===== src/rtl/sonar_multicanal_pkg.sv =====
// Shared definitions for the multichannel sonar: FSM state encoding (mirrored
// on db_estado), BCD sizing and a constant BCD conversion helper.
package sonar_multicanal_pkg;

    localparam int BCD_DIG_W = 4;
    localparam int BCD_N_DIG = 3;
    localparam int BCD_W     = BCD_DIG_W * BCD_N_DIG;

    typedef enum logic [3:0] {
        S_IDLE      = 4'd0,
        S_PREP      = 4'd1,
        S_TRIGGER   = 4'd2,
        S_WAIT_ECHO = 4'd3,
        S_MEDE      = 4'd4,
        S_ARMAZENA  = 4'd5,
        S_ESPERA    = 4'd6,
        S_FIM       = 4'd7
    } estado_t;

    function automatic logic [BCD_W-1:0] to_bcd(input int valor);
        return {4'((valor / 100) % 10), 4'((valor / 10) % 10), 4'(valor % 10)};
    endfunction

endpackage


===== src/rtl/sonar_multicanal_if.sv =====
// Sensor-side and result-side signal bundle of the multichannel sonar.
interface sonar_multicanal_if
    import sonar_multicanal_pkg::*;
#(
    parameter int N_CANAIS = 2
);
    localparam int CANAL_W = (N_CANAIS > 1) ? $clog2(N_CANAIS) : 1;

    logic                      medir;
    logic                      continuo;
    logic [N_CANAIS-1:0]       echo;
    logic [N_CANAIS-1:0]       trigger;
    logic [BCD_W*N_CANAIS-1:0] medida;
    logic [N_CANAIS-1:0]       valido;
    logic [N_CANAIS-1:0]       erro;
    logic [CANAL_W-1:0]        canal_atual;
    logic                      ocupado;
    logic                      pronto;
    logic [3:0]                db_estado;

    modport master (
        output medir, continuo, echo,
        input  trigger, medida, valido, erro, canal_atual, ocupado, pronto, db_estado
    );

    modport slave (
        input  medir, continuo, echo,
        output trigger, medida, valido, erro, canal_atual, ocupado, pronto, db_estado
    );

endinterface


===== src/rtl/sonar_multicanal_contador_bcd.sv =====
// Three-digit BCD centimetre counter: synchronous clear, enable, holds at MAX_CM.
module contador_bcd_cm
    import sonar_multicanal_pkg::*;
#(
    parameter int MAX_CM = 999
) (
    input  logic             clock,
    input  logic             reset,
    input  logic             limpa,
    input  logic             incrementa,
    output logic [BCD_W-1:0] bcd
);
    localparam logic [BCD_W-1:0] BCD_MAX = to_bcd(MAX_CM);

    logic [BCD_W-1:0]     bcd_reg;
    logic [BCD_W-1:0]     bcd_next;
    logic [BCD_N_DIG-1:0] carry;

    // Saturation gates the carry into the least significant digit.
    assign carry[0] = incrementa && (bcd_reg != BCD_MAX);

    genvar gi;
    for (gi = 0; gi < BCD_N_DIG; gi++) begin : g_dig
        logic [BCD_DIG_W-1:0] dig;
        assign dig = bcd_reg[BCD_DIG_W*gi +: BCD_DIG_W];
        assign bcd_next[BCD_DIG_W*gi +: BCD_DIG_W] =
            !carry[gi]                 ? dig :
            (dig == BCD_DIG_W'(9))     ? '0  : dig + BCD_DIG_W'(1);
        if (gi < BCD_N_DIG - 1) begin : g_carry
            assign carry[gi+1] = carry[gi] && (dig == BCD_DIG_W'(9));
        end
    end

    always_ff @(posedge clock) begin
        if (reset || limpa) begin
            bcd_reg <= '0;
        end else begin
            bcd_reg <= bcd_next;
        end
    end

    assign bcd = bcd_reg;

endmodule


===== src/rtl/sonar_multicanal.sv =====
// Round-robin HC-SR04 style sonar over N_CANAIS sensors: trigger, echo timing,
// rounded BCD centimetres and per-channel valid/timeout flags.
module sonar_multicanal
    import sonar_multicanal_pkg::*;
#(
    parameter int N_CANAIS    = 2,
    parameter int CYC_POR_CM  = 2941,
    parameter int TRIG_CYC    = 500,
    parameter int TIMEOUT_CYC = 1_900_000,
    parameter int GAP_CYC     = 50_000,
    parameter int MAX_CM      = 999
) (
    input  logic               clock,
    input  logic               reset,
    sonar_multicanal_if.slave  bus
);
    localparam int CANAL_W = (N_CANAIS > 1) ? $clog2(N_CANAIS) : 1;
    localparam int SUB_W   = (CYC_POR_CM > 1) ? $clog2(CYC_POR_CM) : 1;
    localparam int TO_W    = $clog2(TIMEOUT_CYC + 1);
    localparam int FASE_W  = $clog2(((TRIG_CYC > GAP_CYC) ? TRIG_CYC : GAP_CYC) + 1);
    localparam logic [SUB_W-1:0]   SUB_INICIO   = SUB_W'(CYC_POR_CM / 2);
    localparam logic [SUB_W-1:0]   SUB_FIM      = SUB_W'(CYC_POR_CM - 1);
    localparam logic [CANAL_W-1:0] CANAL_ULTIMO = CANAL_W'(N_CANAIS - 1);

    estado_t             estado_reg, estado_next;
    logic [CANAL_W-1:0]  canal_reg, canal_next;
    logic                falha_reg, falha_next;
    logic [FASE_W-1:0]   fase_reg;
    logic [SUB_W-1:0]    sub_reg;
    logic [TO_W-1:0]     to_reg;
    logic [N_CANAIS-1:0] sync1_reg, sync2_reg;
    logic                eco_ant_reg;
    logic [N_CANAIS-1:0] sel_vec;
    logic [BCD_W-1:0]    bcd;
    logic                limpa, conta, eco_sel, subida, descida, estouro, armazena;

    always_ff @(posedge clock) begin
        if (reset) begin
            sync1_reg   <= '0;
            sync2_reg   <= '0;
            eco_ant_reg <= 1'b0;
        end else begin
            sync1_reg   <= bus.echo;
            sync2_reg   <= sync1_reg;
            eco_ant_reg <= eco_sel;
        end
    end

    // Edges come only from the serviced channel; an echo already high on
    // entering WAIT_ECHO cannot produce a rising edge until it goes low.
    assign eco_sel  = |(sync2_reg & sel_vec);
    assign subida   = eco_sel & ~eco_ant_reg;
    assign descida  = ~eco_sel & eco_ant_reg;
    assign estouro  = (to_reg == TO_W'(TIMEOUT_CYC));
    assign armazena = (estado_reg == S_ARMAZENA);

    always_comb begin
        estado_next = estado_reg;
        canal_next  = canal_reg;
        falha_next  = falha_reg;
        limpa       = 1'b0;
        conta       = 1'b0;
        unique case (estado_reg)
            S_IDLE: begin
                if (bus.medir || bus.continuo) begin
                    estado_next = S_PREP;
                    canal_next  = '0;
                end
            end
            S_PREP: begin
                limpa       = 1'b1;
                falha_next  = 1'b0;
                estado_next = S_TRIGGER;
            end
            S_TRIGGER: begin
                if (fase_reg == FASE_W'(TRIG_CYC - 1)) estado_next = S_WAIT_ECHO;
            end
            S_WAIT_ECHO: begin
                if (estouro) begin
                    falha_next  = 1'b1;
                    estado_next = S_ARMAZENA;
                end else if (subida) begin
                    estado_next = S_MEDE;
                end
            end
            S_MEDE: begin
                if (estouro) begin
                    falha_next  = 1'b1;
                    estado_next = S_ARMAZENA;
                end else begin
                    conta = 1'b1;
                    if (descida) estado_next = S_ARMAZENA;
                end
            end
            S_ARMAZENA: estado_next = S_ESPERA;
            S_ESPERA: begin
                if (fase_reg == FASE_W'(GAP_CYC - 1)) begin
                    if (canal_reg == CANAL_ULTIMO) begin
                        estado_next = S_FIM;
                    end else begin
                        canal_next  = canal_reg + CANAL_W'(1);
                        estado_next = S_PREP;
                    end
                end
            end
            S_FIM: begin
                if (bus.continuo) begin
                    estado_next = S_PREP;
                    canal_next  = '0;
                end else begin
                    estado_next = S_IDLE;
                end
            end
            default: estado_next = S_IDLE;
        endcase
    end

    always_ff @(posedge clock) begin
        if (reset) begin
            estado_reg <= S_IDLE;
            canal_reg  <= '0;
            falha_reg  <= 1'b0;
            fase_reg   <= '0;
            sub_reg    <= '0;
            to_reg     <= '0;
        end else begin
            estado_reg <= estado_next;
            canal_reg  <= canal_next;
            falha_reg  <= falha_next;
            fase_reg   <= (estado_next != estado_reg) ? '0 : fase_reg + FASE_W'(1);
            if (limpa) begin
                // Half-cm preload turns the truncating divide into round-half-up.
                sub_reg <= SUB_INICIO;
                to_reg  <= '0;
            end else begin
                if (conta) sub_reg <= (sub_reg == SUB_FIM) ? '0 : sub_reg + SUB_W'(1);
                if (estado_reg == S_WAIT_ECHO || estado_reg == S_MEDE) to_reg <= to_reg + TO_W'(1);
            end
        end
    end

    contador_bcd_cm #(
        .MAX_CM (MAX_CM)
    ) u_contador (
        .clock      (clock),
        .reset      (reset),
        .limpa      (limpa),
        .incrementa (conta && (sub_reg == SUB_FIM)),
        .bcd        (bcd)
    );

    genvar gi;
    for (gi = 0; gi < N_CANAIS; gi++) begin : g_canal
        logic [BCD_W-1:0] medida_reg;
        logic             valido_reg;
        logic             erro_reg;

        assign sel_vec[gi]     = (canal_reg == CANAL_W'(gi));
        assign bus.trigger[gi] = (estado_reg == S_TRIGGER) && sel_vec[gi];
        assign bus.medida[BCD_W*gi +: BCD_W] = medida_reg;
        assign bus.valido[gi]  = valido_reg;
        assign bus.erro[gi]    = erro_reg;

        // A timed-out attempt keeps the last good distance on display.
        always_ff @(posedge clock) begin
            if (reset) begin
                medida_reg <= '0;
                valido_reg <= 1'b0;
                erro_reg   <= 1'b0;
            end else if (armazena && sel_vec[gi]) begin
                if (!falha_reg) medida_reg <= bcd;
                valido_reg <= ~falha_reg;
                erro_reg   <= falha_reg;
            end
        end
    end

    assign bus.canal_atual = canal_reg;
    assign bus.ocupado     = (estado_reg != S_IDLE);
    assign bus.pronto      = (estado_reg == S_FIM);
    assign bus.db_estado   = estado_reg;

endmodule

===== src/flat_wrapper.sv =====
// flat-port wrapper written by rule: the top's interface ports become plain ports
module sonar_multicanal_flat import sonar_multicanal_pkg::*;
#(
    parameter int N_CANAIS    = 2,
    parameter int CYC_POR_CM  = 2941,
    parameter int TRIG_CYC    = 500,
    parameter int TIMEOUT_CYC = 1_900_000,
    parameter int GAP_CYC     = 50_000,
    parameter int MAX_CM      = 999
)
  (clock, reset, bus_medir, bus_continuo, bus_echo, bus_trigger, bus_medida, bus_valido, bus_erro, bus_canal_atual, bus_ocupado, bus_pronto, bus_db_estado);
  sonar_multicanal_if #(.N_CANAIS(N_CANAIS)) bus_i ();
  input  logic clock;
  input  logic reset;
  input wire logic [$bits(bus_i.medir)-1:0] bus_medir;
  input wire logic [$bits(bus_i.continuo)-1:0] bus_continuo;
  input wire logic [$bits(bus_i.echo)-1:0] bus_echo;
  output wire logic [$bits(bus_i.trigger)-1:0] bus_trigger;
  output wire logic [$bits(bus_i.medida)-1:0] bus_medida;
  output wire logic [$bits(bus_i.valido)-1:0] bus_valido;
  output wire logic [$bits(bus_i.erro)-1:0] bus_erro;
  output wire logic [$bits(bus_i.canal_atual)-1:0] bus_canal_atual;
  output wire logic [$bits(bus_i.ocupado)-1:0] bus_ocupado;
  output wire logic [$bits(bus_i.pronto)-1:0] bus_pronto;
  output wire logic [$bits(bus_i.db_estado)-1:0] bus_db_estado;
  assign bus_i.medir = bus_medir;
  assign bus_i.continuo = bus_continuo;
  assign bus_i.echo = bus_echo;
  assign bus_trigger = bus_i.trigger;
  assign bus_medida = bus_i.medida;
  assign bus_valido = bus_i.valido;
  assign bus_erro = bus_i.erro;
  assign bus_canal_atual = bus_i.canal_atual;
  assign bus_ocupado = bus_i.ocupado;
  assign bus_pronto = bus_i.pronto;
  assign bus_db_estado = bus_i.db_estado;
  sonar_multicanal #(.N_CANAIS(N_CANAIS), .CYC_POR_CM(CYC_POR_CM), .TRIG_CYC(TRIG_CYC), .TIMEOUT_CYC(TIMEOUT_CYC), .GAP_CYC(GAP_CYC), .MAX_CM(MAX_CM)) u_core (.clock(clock), .reset(reset), .bus(bus_i));
endmodule

===== config.mk =====
export PLATFORM = sky130hd
export DESIGN_NAME = sonar_multicanal_flat
export DESIGN_NICKNAME = d
export VERILOG_FILES = /design/src/rtl/sonar_multicanal_pkg.sv /design/src/rtl/sonar_multicanal_if.sv /design/src/rtl/sonar_multicanal_contador_bcd.sv /design/src/rtl/sonar_multicanal.sv /design/src/flat_wrapper.sv
export SDC_FILE = /design/constraint.sdc
export NUM_CORES = 1
export LEC_CHECK = 0
export ABC_AREA = 1
export CAP_MARGIN = 25
export CORE_UTILIZATION = 55
export CTS_BUF_LIST = sky130_fd_sc_hd__clkbuf_16
export CTS_CLUSTER_DIAMETER = 100
export DETAILED_ROUTE_END_ITERATION = 6
export PLACE_DENSITY = 0.74
export SYNTH_ARGS = -nofsm -noshare
export SYNTH_HDL_FRONTEND = slang
export SYNTH_SLANG_ARGS = --single-unit

===== constraint.sdc =====
create_clock -name clock -period 4.1 [get_ports clock]
set_input_delay 0.41 -clock clock [delete_from_list [all_inputs] [get_ports clock]]
set_output_delay 0.41 -clock clock [all_outputs]
set_load 0.05 [all_outputs]

==> results.json <==
{
  "setup_viol": 0,
  "register_bit_total_from_synthesis": 100,
  "synth_top_cell_area_share_pct": 40.0,
  "ir_worst_vdd_uv": 258,
  "holdCritPathClass": "register to register",
  "clock-root-buffer": "clkbuf_16",
  "largest_register_ffs": 24,
  "wl_met1_mm": 5.14,
  "ctsHoldBuffers": 0,
  "grt_pass1_vias": 4268,
  "slew_headroom_pct": 63.7,
  "critPathLaunchType": "register",
  "floorplan.die_area_sq_um": 9500,
  "synth_enable_flop_cells": 0,
  "htree_levels": 3,
  "post-cts-setup-buffers": 0,
  "num_vias": 4476,
  "drc_violation_total_after_the_first_tritonroute_iteration": 153,
  "overflow": 0,
  "critPathCaptureType": "output port",
  "power.net_switching_w": 0.000507,
  "grt_first_pass_wirelength_mm": 19.6,
  "leak_pwr_nw": 2.19,
  "total_power_w": 0.00196,
  "share_clk_of_total_power_pct": 45.2,
  "rsz0062_at_grt": "no",
  "met2_length_mm": 5.61,
  "synth_area_sq_um": 5010,
  "critical_path_type": "register to output port",
  "worstSkewPairLatency_ps": 350,
  "yosysMostFrequentCell": "nand2_1",
  "initial_antenna_violation_count": 0,
  "p_per_area_nw_per_um2": 339,
  "core_area_sq_um": 8760,
  "period_share_pct": 61.0,
  "swShare_pct": 25.9,
  "tritoncts_clock_tree": "done",
  "clockBufferDepth": 2,
  "footprint_of_the_multi_input_gates_sq_um": 2540,
  "routed.top_layer": "met4",
  "max_cap_viol_count": 0,
  "synth_top_cell_by_area": "dfxtp_1",
  "ys.warnings.count": 0,
  "grt_usage_pct": 25.1,
  "timing_hold_violations_final": 0,
  "syn_area_per_cell_sq_um": 7.25,
  "post_cts_resized": 0,
  "final_slew_violations": 0,
  "fin_worst_hold_slack_ps": 414,
  "cts-buffers-inserted": 9,
  "die_width_um": 97.5,
  "avgRoutedWirePerCell_um": 13.6,
  "filler_cell_count": 789,
  "floorplan.initialDensity_pct": 57.2,
  "finalWorstPathRequiredPeriod_ps": 2500,
  "cts.reportedPaths.clkPinSlew_ps": 80,
  "required_ps": 3690,
  "synth-main-ff-cell": "dfxtp_1",
  "final_net_count": 737,
  "cp_max_fo": 5,
  "yosysUniqueCellTypes": 41,
  "postSynth.asyncResetShare_pct": 0,
  "synth_common_cells": "nand2_1, dfxtp_1, nor2_1",
  "power.share.sequential_pct": 50.4,
  "fin_setup_tns_ps": 0,
  "max_slew.worst_pin.slew_ps": 543,
  "grt_max_degree": 36,
  "internal_power_w": 0.00145,
  "power.combinational.fraction_pct": 4.4,
  "wl_mm": 11.4,
  "area_growth_pct": 15.4,
  "achievable-frequency_ghz": 0.400,
  "outcome": "complete, no violations",
  "synth_cells": 691,
  "drtAntennaViolNets": 0,
  "die_h_um": 97.5,
  "insertedDiodeCount": 0,
  "detailedPlacementHpwl_mm": 8.31,
  "sequential_cell_area_fraction_in_the_yosys_report_pct": 40.0,
  "drc": 0,
  "route.met3.wl_um": 421,
  "num_clock_sinks": 100,
  "detail_route.vias_per_cell": 5.33,
  "num_io_pins": 43,
  "cp.arrival_ps": 2090,
  "clock_skew_ps": 11.6,
  "fp-row-count": 34,
  "routabilityCongestion": 0.871,
  "number_of_detailed_route_iterations_in_the_first_pass": 5,
  "post_route_cells_drive_above_1_share_pct": 10.9,
  "netlist_top_cells_area": "dfxtp_1, nand2_1, nor2_1",
  "ff_latch_area_sq_um": 2000,
  "postSynthNetCount": 702,
  "io_buffers": 42
}
logic make-up after synthesis:
kind of cell             Yosys count  share of synthesized area [%]
other                              1                         0.0748
adder cells (fa/ha/maj)            5                           1.25
buffers and inverters            113                           9.31
AO/OA/AOI/OAI                    116                           12.1
AND/OR/NAND/NOR                  328                           32.5
flip-flops                       100                           40.0
XOR/XNOR                          28                           4.89
power by group through the flow:
stage	clock (W)	sequential (W)	combinational [W]
6_report	0.000886	0.000988	0.0000862
5_1_grt	0.000942	0.000989	0.0000956
4_1_cts	0.000898	0.000988	0.0000866
3_5_place_dp	0	0.00101	0.0000860
3_3_place_gp	0	0.00101	0.0000833
2_1_floorplan	0	0.00101	0.0000604
metal layers:
layer  GRT usage [%]  vias to the layer above
li1                -                     2296
met5               0                        -
met4            7.92                        0
met3            4.03                       21
met2            43.0                       88
met1            32.2                     2071
critical path: stages (launching register included):
cell and delay [ps]:
dfxtp_1 430, inv_2 100, nor2_1 120, nand2_1 120, nor2_1 150, clkdlybuf4s50_1 820
area by class of cell:
class                           count  share of cell area, %
Clock buffer                        9                   3.89
Multi-Input combinational cell    478                   44.0
Timing Repair Buffer               44                   7.53
Inverter                           93                   6.04
Sequential cell                   100                   34.6
Tap cell                          108                   2.34
Clock inverter                      7                   1.62
placed cells by master, fill, tap and decap left out, types with 2 or more instances in the layout:
master and instances:
clkbuf_16 9, ha_1 5, xnor2_1 7, nand3_2 5, nor2_1 88, inv_8 4
nand3_1 42, a21oi_1 50, o21ai_0 38, nor2_4 8, inv_2 16, nor3_2 13
inv_1 76, or2_2 2, nand4_2 2, nand3b_1 4, nor3b_1 4, dfxtp_1 100
nand4_1 8, nand2_2 7, nor3_1 21, clkdlybuf4s50_1 42, buf_4 2, a31oi_1 2
or2_0 2, nand2_1 113, nor2_2 5, o211ai_1 2, o21ai_1 20, clkinv_8 2
xor2_1 21
path summary, 6_finish.rpt:
| check | end | slack (ps) | start | cells past startpoint |
|---|---|---|---|---|
| setup / recovery | bus_trigger[0] | 1600 | u_core.bus.db_estado[1] | 5 |
| hold reg to reg | u_core.sync2_reg[0] | 410 | u_core.sync1_reg[0] | 2 |
| setup reg to reg | u_core.sub_reg[11] | 1970 | u_core.bus.db_estado[3] | 7 |
| hold / removal | u_core.sync2_reg[0] | 410 | u_core.sync1_reg[0] | 2 |
through the flow:
stage               utilization [%]  setup WS [ps]  instance area [sq um]  cells
CTS                            66.0           1610                   5780    839
global placement               62.4           1630                   5460    823
global route                   66.0           1450                   5780    839
floorplan                         -           1820                   5010    691
detailed placement             62.4           1550                   5460    823
finish                         66.0           1600                   5780    839
Power figures use the tool's default switching activity.
